**src/rtl/uart_8250_ctrl.sv**
```systemverilog
// uart_8250_ctrl: Wishbone master that initialises a uart_8250 and moves bytes through THR/RBR; optional ACK timeout via UART_CTRL_TIMEOUT_EN.
// Latency: registered bus outputs with one idle cycle between accesses; rx_valid pulses one cycle after the RBR ACK.
// Backpressure: tx_ready low while a byte is held; LSR polled before every THR write and RBR read; ACK wait unbounded unless the macro is set.
module uart_8250_ctrl #(
  parameter logic [31:0] BASE_ADDR      = 32'h1250_0000,
  parameter int          REG_SHIFT      = 2,
  parameter logic [15:0] DIVISOR        = 16'd27,
  parameter int          TIMEOUT_CYCLES = 255
) (
  input  logic        CLK_I,
  input  logic        RST_I,
  output logic [31:0] ADR_O,
  output logic [31:0] DAT_O,
  input  logic [31:0] DAT_I,
  output logic        WE_O,
  output logic [3:0]  SEL_O,
  output logic        STB_O,
  input  logic        ACK_I,
  output logic        CYC_O,
  input  logic        INT_I,
  input  logic [7:0]  tx_data,
  input  logic        tx_valid,
  output logic        tx_ready,
  output logic [7:0]  rx_data,
  output logic        rx_valid,
  output logic        init_done,
  output logic        bus_err
);

  localparam logic [2:0] IDX_RBR = 3'd0;
  localparam logic [2:0] IDX_IER = 3'd1;
  localparam logic [2:0] IDX_FCR = 3'd2;
  localparam logic [2:0] IDX_LCR = 3'd3;
  localparam logic [2:0] IDX_LSR = 3'd5;

  typedef enum logic [3:0] {
    S_INIT0, S_INIT1, S_INIT2, S_INIT3, S_INIT4, S_INIT5,
    S_IDLE, S_RX_LSR, S_RX_RBR, S_TX_LSR, S_TX_THR
  } state_t;

  state_t      state, nxt_state;
  logic        hold_full;
  logic [7:0]  hold_dat;
  logic        acc_req, acc_we;
  logic [2:0]  acc_idx;
  logic [7:0]  acc_dat;
  logic        bus_done;
  logic        timeout_hit;
  logic        unused_bits;

  function automatic logic [31:0] reg_addr(input logic [2:0] idx);
    return BASE_ADDR + (32'(idx) << REG_SHIFT);
  endfunction

  assign bus_done    = STB_O && ACK_I;
  assign tx_ready    = init_done && !hold_full;
  assign unused_bits = ^{DAT_I[31:8], 16'(TIMEOUT_CYCLES)};

`ifdef UART_CTRL_TIMEOUT_EN
  logic [15:0] to_cnt;

  assign timeout_hit = STB_O && !ACK_I && (to_cnt == 16'(TIMEOUT_CYCLES - 1));

  always_ff @(posedge CLK_I) begin
    if (RST_I || !STB_O || ACK_I || timeout_hit) to_cnt <= '0;
    else                                          to_cnt <= to_cnt + 16'd1;
  end

  always_ff @(posedge CLK_I) begin
    if (RST_I)            bus_err <= 1'b0;
    else if (timeout_hit) bus_err <= 1'b1;
  end
`else
  assign timeout_hit = 1'b0;
  assign bus_err     = 1'b0;
`endif

  always_ff @(posedge CLK_I) begin
    if (RST_I) state <= S_INIT0;
    else       state <= nxt_state;
  end

  always_comb begin
    nxt_state = state;
    case (state)
      S_INIT0:  if (bus_done) nxt_state = S_INIT1;
      S_INIT1:  if (bus_done) nxt_state = S_INIT2;
      S_INIT2:  if (bus_done) nxt_state = S_INIT3;
      S_INIT3:  if (bus_done) nxt_state = S_INIT4;
      S_INIT4:  if (bus_done) nxt_state = S_INIT5;
      S_INIT5:  if (bus_done) nxt_state = S_IDLE;
      // RX first so a draining FIFO is never starved by a stalled transmitter
      S_IDLE: begin
        if (INT_I)          nxt_state = S_RX_LSR;
        else if (hold_full) nxt_state = S_TX_LSR;
      end
      S_RX_LSR: if (bus_done) nxt_state = DAT_I[0] ? S_RX_RBR : S_IDLE;
      S_RX_RBR: if (bus_done) nxt_state = S_IDLE;
      S_TX_LSR: if (bus_done) nxt_state = DAT_I[5] ? S_TX_THR : S_IDLE;
      S_TX_THR: if (bus_done) nxt_state = S_IDLE;
      default:  nxt_state = S_INIT0;
    endcase
    if (timeout_hit) nxt_state = init_done ? S_IDLE : S_INIT0;
  end

  always_comb begin
    acc_req = 1'b1;
    acc_we  = 1'b0;
    acc_idx = IDX_RBR;
    acc_dat = 8'h00;
    case (state)
      S_INIT0:  begin acc_we = 1'b1; acc_idx = IDX_LCR; acc_dat = 8'h83;          end
      S_INIT1:  begin acc_we = 1'b1; acc_idx = IDX_RBR; acc_dat = DIVISOR[7:0];  end
      S_INIT2:  begin acc_we = 1'b1; acc_idx = IDX_IER; acc_dat = DIVISOR[15:8]; end
      S_INIT3:  begin acc_we = 1'b1; acc_idx = IDX_LCR; acc_dat = 8'h03;          end
      S_INIT4:  begin acc_we = 1'b1; acc_idx = IDX_FCR; acc_dat = 8'h07;          end
      S_INIT5:  begin acc_we = 1'b1; acc_idx = IDX_IER; acc_dat = 8'h01;          end
      S_RX_LSR: acc_idx = IDX_LSR;
      S_RX_RBR: acc_idx = IDX_RBR;
      S_TX_LSR: acc_idx = IDX_LSR;
      S_TX_THR: begin acc_we = 1'b1; acc_idx = IDX_RBR; acc_dat = hold_dat;       end
      default:  acc_req = 1'b0;
    endcase
  end

  always_ff @(posedge CLK_I) begin
    if (RST_I) begin
      CYC_O     <= 1'b0;
      STB_O     <= 1'b0;
      WE_O      <= 1'b0;
      ADR_O     <= '0;
      DAT_O     <= '0;
      SEL_O     <= '0;
      rx_data   <= '0;
      rx_valid  <= 1'b0;
      init_done <= 1'b0;
      hold_full <= 1'b0;
      hold_dat  <= '0;
    end else begin
      rx_valid <= 1'b0;
      if (tx_valid && tx_ready) begin
        hold_dat  <= tx_data;
        hold_full <= 1'b1;
      end
      if (STB_O) begin
        if (ACK_I || timeout_hit) begin
          CYC_O <= 1'b0;
          STB_O <= 1'b0;
          WE_O  <= 1'b0;
          ADR_O <= '0;
          DAT_O <= '0;
          SEL_O <= '0;
        end
        // an aborted access leaves the held byte and rx outputs untouched
        if (ACK_I) begin
          case (state)
            S_RX_RBR: begin rx_data <= DAT_I[7:0]; rx_valid <= 1'b1; end
            S_TX_THR: begin hold_full <= 1'b0; hold_dat <= '0; end
            S_INIT5:  init_done <= 1'b1;
            default:  ;
          endcase
        end
      end else if (acc_req) begin
        CYC_O <= 1'b1;
        STB_O <= 1'b1;
        WE_O  <= acc_we;
        ADR_O <= reg_addr(acc_idx);
        DAT_O <= {24'h0, acc_dat};
        SEL_O <= 4'b0001;
      end
    end
  end

endmodule

```
**config.mk**
```make
export PLATFORM = sky130hd
export DESIGN_NAME = uart_8250_ctrl
export DESIGN_NICKNAME = d
export VERILOG_FILES = /design/src/rtl/uart_8250_ctrl.sv
export SDC_FILE = /design/constraint.sdc
export NUM_CORES = 1
export LEC_CHECK = 0
export ABC_CLOCK_PERIOD_IN_PS = 1900
export CORE_UTILIZATION = 37
export DETAILED_ROUTE_END_ITERATION = 10
export PLACE_DENSITY = 0.8
export REMOVE_ABC_BUFFERS = 1
export SLEW_MARGIN = 25
export SYNTH_ARGS = -nofsm -noshare
export SYNTH_HDL_FRONTEND = slang
export SYNTH_SLANG_ARGS = --single-unit
```
**constraint.sdc**
```tcl
create_clock -name CLK_I -period 1.9 [get_ports CLK_I]
set_input_delay 0.38 -clock CLK_I [delete_from_list [all_inputs] [get_ports CLK_I]]
set_output_delay 0.38 -clock CLK_I [all_outputs]
set_load 0.05 [all_outputs]
```
### Word level (Yosys, flattened, before mapping)

Cells that the tools add are included.

* add/subtract/negate cells: 1
* eq/ne operators: 20
* multiplexer cells: 42
* bitwise logic cells: 2
* reductions and logical operators: 17

Operator list (number)
* $mux W32: 5
* $mux W4: 15
* $pmux W8 S6: 1
* $pmux W4 S9: 1
* $mux W8: 4
* $add A29 B5 Y30 const A: 1
* $eq A4 B3 Y1 const B: 4
* $mux W1: 15
* $ne A2 B2 Y1 const B: 7
* $eq A4 B4 Y1 const B: 3
* $pmux W3 S4: 1
* $reduce_or A10 Y1: 1
* $reduce_and A9 Y1: 1
* $eq A4 B2 Y1 const B: 2
* $reduce_or A7 Y1: 1
* $reduce_and A3 Y1: 2
* $reduce_or A2 Y1: 3
* $reduce_or A3 Y1: 2
* $eq A4 B1 Y1 const B: 1
* $logic_not A4 Y1: 1
* $ne A2 B1 Y1 const B: 2
* $logic_and A1 B1 Y1: 3
* $ne A3 B3 Y1 const B: 1
* $not A1 Y1: 2
* 3 further kinds: 3

* register bits after elaboration: 94
* output and inout port bits: 83
* logic and storage cells: 94

### Longest topological paths before layout

* depth in word-level cells: 7
* depth in mapped cells: 6
* gate-level depth less buffers: 4

### Worst setup path after synthesis

No wires, ideal clock.

* path kind: flip-flop to flip-flop
* from: reg init_done
* to: reg hold_dat[0]
* data arrival time: 1.931 ns
* required time: 1.779 ns
* setup slack: -0.152 ns
* stages on the path, launching flop included: 6
* path buffers: 1
* path through: dfxtp_1 > nor2b_1 > clkbuf_1 > nand2_1 > nand2_1 > a21oi_1

* longest elaborated chain between the ends: 6

RTL lines
* start, declared: line 26 `output logic init_done,`
* start signal, assigned: line 136 `init_done <= 1'b0;`
* start signal, assigned: line 159 `S_INIT5: init_done <= 1'b1;`
* $logic_and A1 B1 Y1 *: line 56 `assign tx_ready = init_done && !hold_full;`
* via tx_ready: line 23 `output logic tx_ready,`
* $logic_and A1 B1 Y1 *: line 141 `if (tx_valid && tx_ready) begin`
* $mux W8 *: line 141
* $mux W8: line 156 `case (state)`
* $mux W8: line 155 `if (ACK_I) begin`
* $mux W8 *: line 145 `if (STB_O) begin`
* end signal, assigned: line 142 `hold_dat <= tx_data;`
* end, declared: line 43 `logic [7:0] hold_dat;`

The timed path passes the listed nets; every way through them passes the cells marked *.
A chain may end at the register's enable or synchronous reset.

### Final worst setup path

* from: reg rx_data[0]
* to: out rx_data[0]

RTL lines
* start, declared: line 24 `output logic [7:0] rx_data,`
* start signal, assigned: line 134 `rx_data <= '0;`
* start signal, assigned: line 157 `S_RX_RBR: begin rx_data <= DAT_I[7:0]; rx_valid <= 1'b1; end`

No word-level cell between the ends.

==> tab_implementation.tex <==
\begin{tabular}{lr}
\hline
Metric & Value \\
\hline
\multicolumn{2}{l}{\textbf{Setup path}} \\
\quad Critical-path maximum fanout & 2 \\
\quad Arrival time worst endpoint & 1.45 ns \\
\quad Required time at the worst-slack endpoint & 1.52 ns \\
\quad Worst-path cell chain & clkdlybuf4s50\_1 \\
\quad CP max-delay cell & clkdlybuf4s50\_1 \\
\quad Biggest cell delay along the critical path & 0.82 ns \\
\quad Kind of cell adding the most delay to the critical path & buffers and inverters \\
\quad Element type at the critical path start & flip-flop \\
\quad Worst Path Buf+Inv & 1 \\
\quad Critical path capture point type & output pin \\
\quad Critical path start-end classification & flip-flop to output pin \\
\multicolumn{2}{l}{\textbf{Timing}} \\
\quad Post-layout minimum cycle time & 1.83 ns \\
\quad Fin. max-slew vios & 0 \\
\quad Endpoints failing hold & 0 \\
\quad Worst Skew & 0.00835 ns \\
\quad Post-route fraction of the period consumed by the critical path & 96.6\% \\
\quad TNS Setup & 0 ns \\
\quad Finish-stage setup viols & 0 \\
\quad Worst-case headroom to the max-slew limit & 66.1\% \\
\quad Setup repair after global routing missed its margin & false \\
\quad Worst-Margin Slew & 0.507 ns \\
\quad Maximum frequency from static timing analysis & 0.545 GHz \\
\multicolumn{2}{l}{\textbf{Global routing}} \\
\quad Wire length of the first global-routing pass & 6710 microns \\
\quad Number of antenna violations at the first check in global routing & 0 \\
\quad Overflow after GRT & 0 \\
\quad Via count of the first global-routing pass & 1518 \\
\quad Pin count of the biggest net entering global routing & 16 \\
\quad Overall global routing resource usage & 14.0\% \\
\multicolumn{2}{l}{\textbf{Final layout}} \\
\quad Fraction of layout instances using a drive strength above 1 & 15.3\% \\
\quad Fillers & 505 \\
\quad Core Util, Final & 49.0\% \\
\quad Highest-count cells in the layout ignoring fill and taps & conb\_1 (53), dfxtp\_1 (37), clkdlybuf4s50\_1 (35), buf\_4 (31), a21oi\_1 (21) \\
\quad Number of antenna cells inserted & 0 \\
\quad Most common cell after layout, fill and taps aside & conb\_1 \\
\quad P\&R area growth vs syn & 23.7\% \\
\quad Layout Nets & 345 \\
\multicolumn{2}{l}{\textbf{Drt}} \\
\quad Post-route DRC & 0 \\
\quad Total detailed-routing wirelength & 4110 microns \\
\quad ANT nets after route & 0 \\
\quad WL/cell & 11.1 microns \\
\quad DR vias/cell & 4.54 \\
\quad First-pass iteration count of the detailed router & 4 \\
\quad Iter 0 DRT Violations & 126 \\
\quad Vias after detailed routing & 1683 \\
\multicolumn{2}{l}{\textbf{CTS}} \\
\quad Post-CTS setup buffer count & 0 \\
\quad Number of gates resized after cts & 0 \\
\quad Number of hold buffers added after cts & 0 \\
\quad Clock tree from TritonCTS & built \\
\quad Worst-Skew Late Latency & 0.29 ns \\
\quad Number of H-tree branching levels & 2 \\
\quad Worst-path clk slew & 0.08 ns \\
\quad Max Root-Sink Buffers & 2 \\
\quad Number of buffers created by CTS & 5 \\
\quad Clock root cell & clkbuf\_8 \\
\quad Number of clock sinks & 37 \\
\multicolumn{2}{l}{\textbf{Pwr}} \\
\quad Gate power share & 31.2\% \\
\quad Switching share of power & 37.7\% \\
\quad Peak supply drop & 0.413 mV \\
\quad Total net switching power & 846 uW \\
\quad Relative contribution of sequential cells to total power & 37.9\% \\
\quad Cell-internal power & 1400 uW \\
\quad Part of the total power dissipated in the clock network & 30.9\% \\
\quad Reported leakage power & 0.00115 uW \\
\quad Pwr Density & 868 nW/um\^{}2 \\
\multicolumn{2}{l}{\textbf{Floorplanning}} \\
\quad Chip width & 77.1 microns \\
\quad Core outline area & 5270 sq um \\
\quad Std-Cell Rows & 26 \\
\quad Die Ht & 77.1 microns \\
\quad Initial standard-cell utilization of the core & 39.6\% \\
\quad Number of top-level pins & 128 \\
\quad DIE AREA & 5950 sq um \\
\multicolumn{2}{l}{\textbf{Hold path}} \\
\quad Type of the tightest min-delay check & flip-flop to flip-flop \\
\multicolumn{2}{l}{\textbf{Synthesis}} \\
\quad Library cell occupying the most area in the post-synthesis netlist & dfxtp\_1 \\
\quad Register area share after synthesis & 35.5\% \\
\quad Instance count of the mapped netlist & 247 \\
\quad Flip-flop and latch count after synthesis & 37 \\
\quad Largest cells by area after synthesis & dfxtp\_1 (35\%), buf\_4 (21\%), a21oi\_1 (5.0\%), mux2i\_1 (4.3\%), nor2\_1 (3.6\%) \\
\quad Ys Warns & 0 \\
\quad Number of distinct library cells after synthesis & 41 \\
\quad Avg Inst Size Synth & 8.45 sq um \\
\quad Area fraction of the dominant cell type after synthesis & 35.5\% \\
\quad Synthesized area & 2090 sq um \\
\multicolumn{2}{l}{\textbf{Status}} \\
\quad Run status & finished clean \\
\multicolumn{2}{l}{\textbf{Job}} \\
\quad \# Max-Cap Violations & 0 \\
\multicolumn{2}{l}{\textbf{Placed design}} \\
\quad Routability Congestion & 0.890 \\
\quad IO Port Bufs & 50 \\
\quad Total half-perimeter wirelength after legalization and detailed placement & 3110 microns \\
\hline
\end{tabular}
[routing by layer]
layer	track usage [%]	up-vias	share of wire, %
met2	25.7	68	51
li1	-	849	-
met5	0	-	0
met1	15.9	762	43
met4	3.96	0	0.73
met3	3.21	4	5.3
[cells by family (layout without fill, tap and decap cells)]
| logic type | count (synthesis) | count (layout) | synth area share (%) |
|---|---|---|---|
| AO/OA/AOI/OAI | 54 | 54 | 18.2 |
| buffers and inverters | 76 | 78 | 24.8 |
| flip-flops | 37 | 37 | 35.5 |
| multiplexers | 9 | 9 | 4.31 |
| other | 1 | 53 | 0.180 |
| AND/OR/NAND/NOR | 70 | 70 | 17.1 |
[metrics by stage]
step	power, uW	hold WS, ns	worst slack (ns)	cells	instance area (sq um)
global route	2340	0.490	0.0272	371	2580
floorplan	1370	0.436	-0.693	226	1780
CTS	2250	0.465	0.0544	371	2580
detailed placement	1560	0.449	0.00883	363	2470
finish	2240	0.466	0.0653	371	2580
global placement	1550	0.447	0.0298	363	2470
[power by group through the flow]
stage / clock (uW) / combinational (uW) / sequential (uW)
after global routing: 747 / 735 / 856
after CTS: 703 / 697 / 849
final: 693 / 699 / 849
after global placement: 0 / 689 / 865
after floorplan: 0 / 357 / 1010
after detailed placement: 0 / 695 / 866
[path summary, 6_finish.rpt]
path | cells past startpoint | to | from | slack (ns)
max | 1 | rx_data[0] | rx_data[0]$_SDFFE_PP0P_ | 0.07
min | 2 | hold_dat[3]$_SDFF_PP0_ | hold_dat[3]$_SDFF_PP0_ | 0.47
max reg2reg | 4 | state[3]$_SDFFE_PP0P_ | state[1]$_SDFFE_PP0P_ | 0.24
min reg2reg | 2 | hold_dat[3]$_SDFF_PP0_ | hold_dat[3]$_SDFF_PP0_ | 0.47
[cells in the mapped netlist]
library cell / instances
o21ai_0: 8
nor3b_1: 1
or3_1: 3
nand4_1: 1
dfxtp_1: 37
o2bb2ai_1: 3
a32o_1: 1
nor3_2: 1
a311oi_1: 1
nand3_1: 12
o311a_1: 1
and3b_1: 1
nand2b_1: 4
mux2i_1: 9
conb_1: 1
clkbuf_1: 6
a211o_1: 1
nor2b_1: 2
inv_1: 3
buf_4: 58
buf_6: 1
o2111ai_1: 1
a21oi_1: 21
nor2_1: 20
a22o_1: 6
buf_2: 6
o21a_4: 1
o31ai_2: 1
and2_1: 3
a31oi_1: 1
and2b_1: 1
a311oi_2: 1
buf_1: 2
nor3_1: 4
a21o_1: 4
nand2_1: 12
or4_4: 1
nand3b_1: 4
a32oi_1: 1
a211oi_2: 1
o22a_1: 1
[state kept, by name, summed over array words and instances (netlist names), 4 cells and up]
register and flops:
hold_dat 8, ADR_O 4, DAT_O 8, rx_data 8, state 4
[layout make-up]
cell class | count | area, sq um | area share (%)
inverter | 3 | 11.3 | 0.436
tap | 70 | 87.6 | 3.39
sequential | 37 | 741 | 28.7
clock buffer | 5 | 68.8 | 2.66
timing repair buffer | 67 | 603 | 23.4
clock inverter | 3 | 46.3 | 1.79
multi-input combinational | 186 | 1020 | 39.7
No activity file was read; power rests on OpenSTA's default activity.
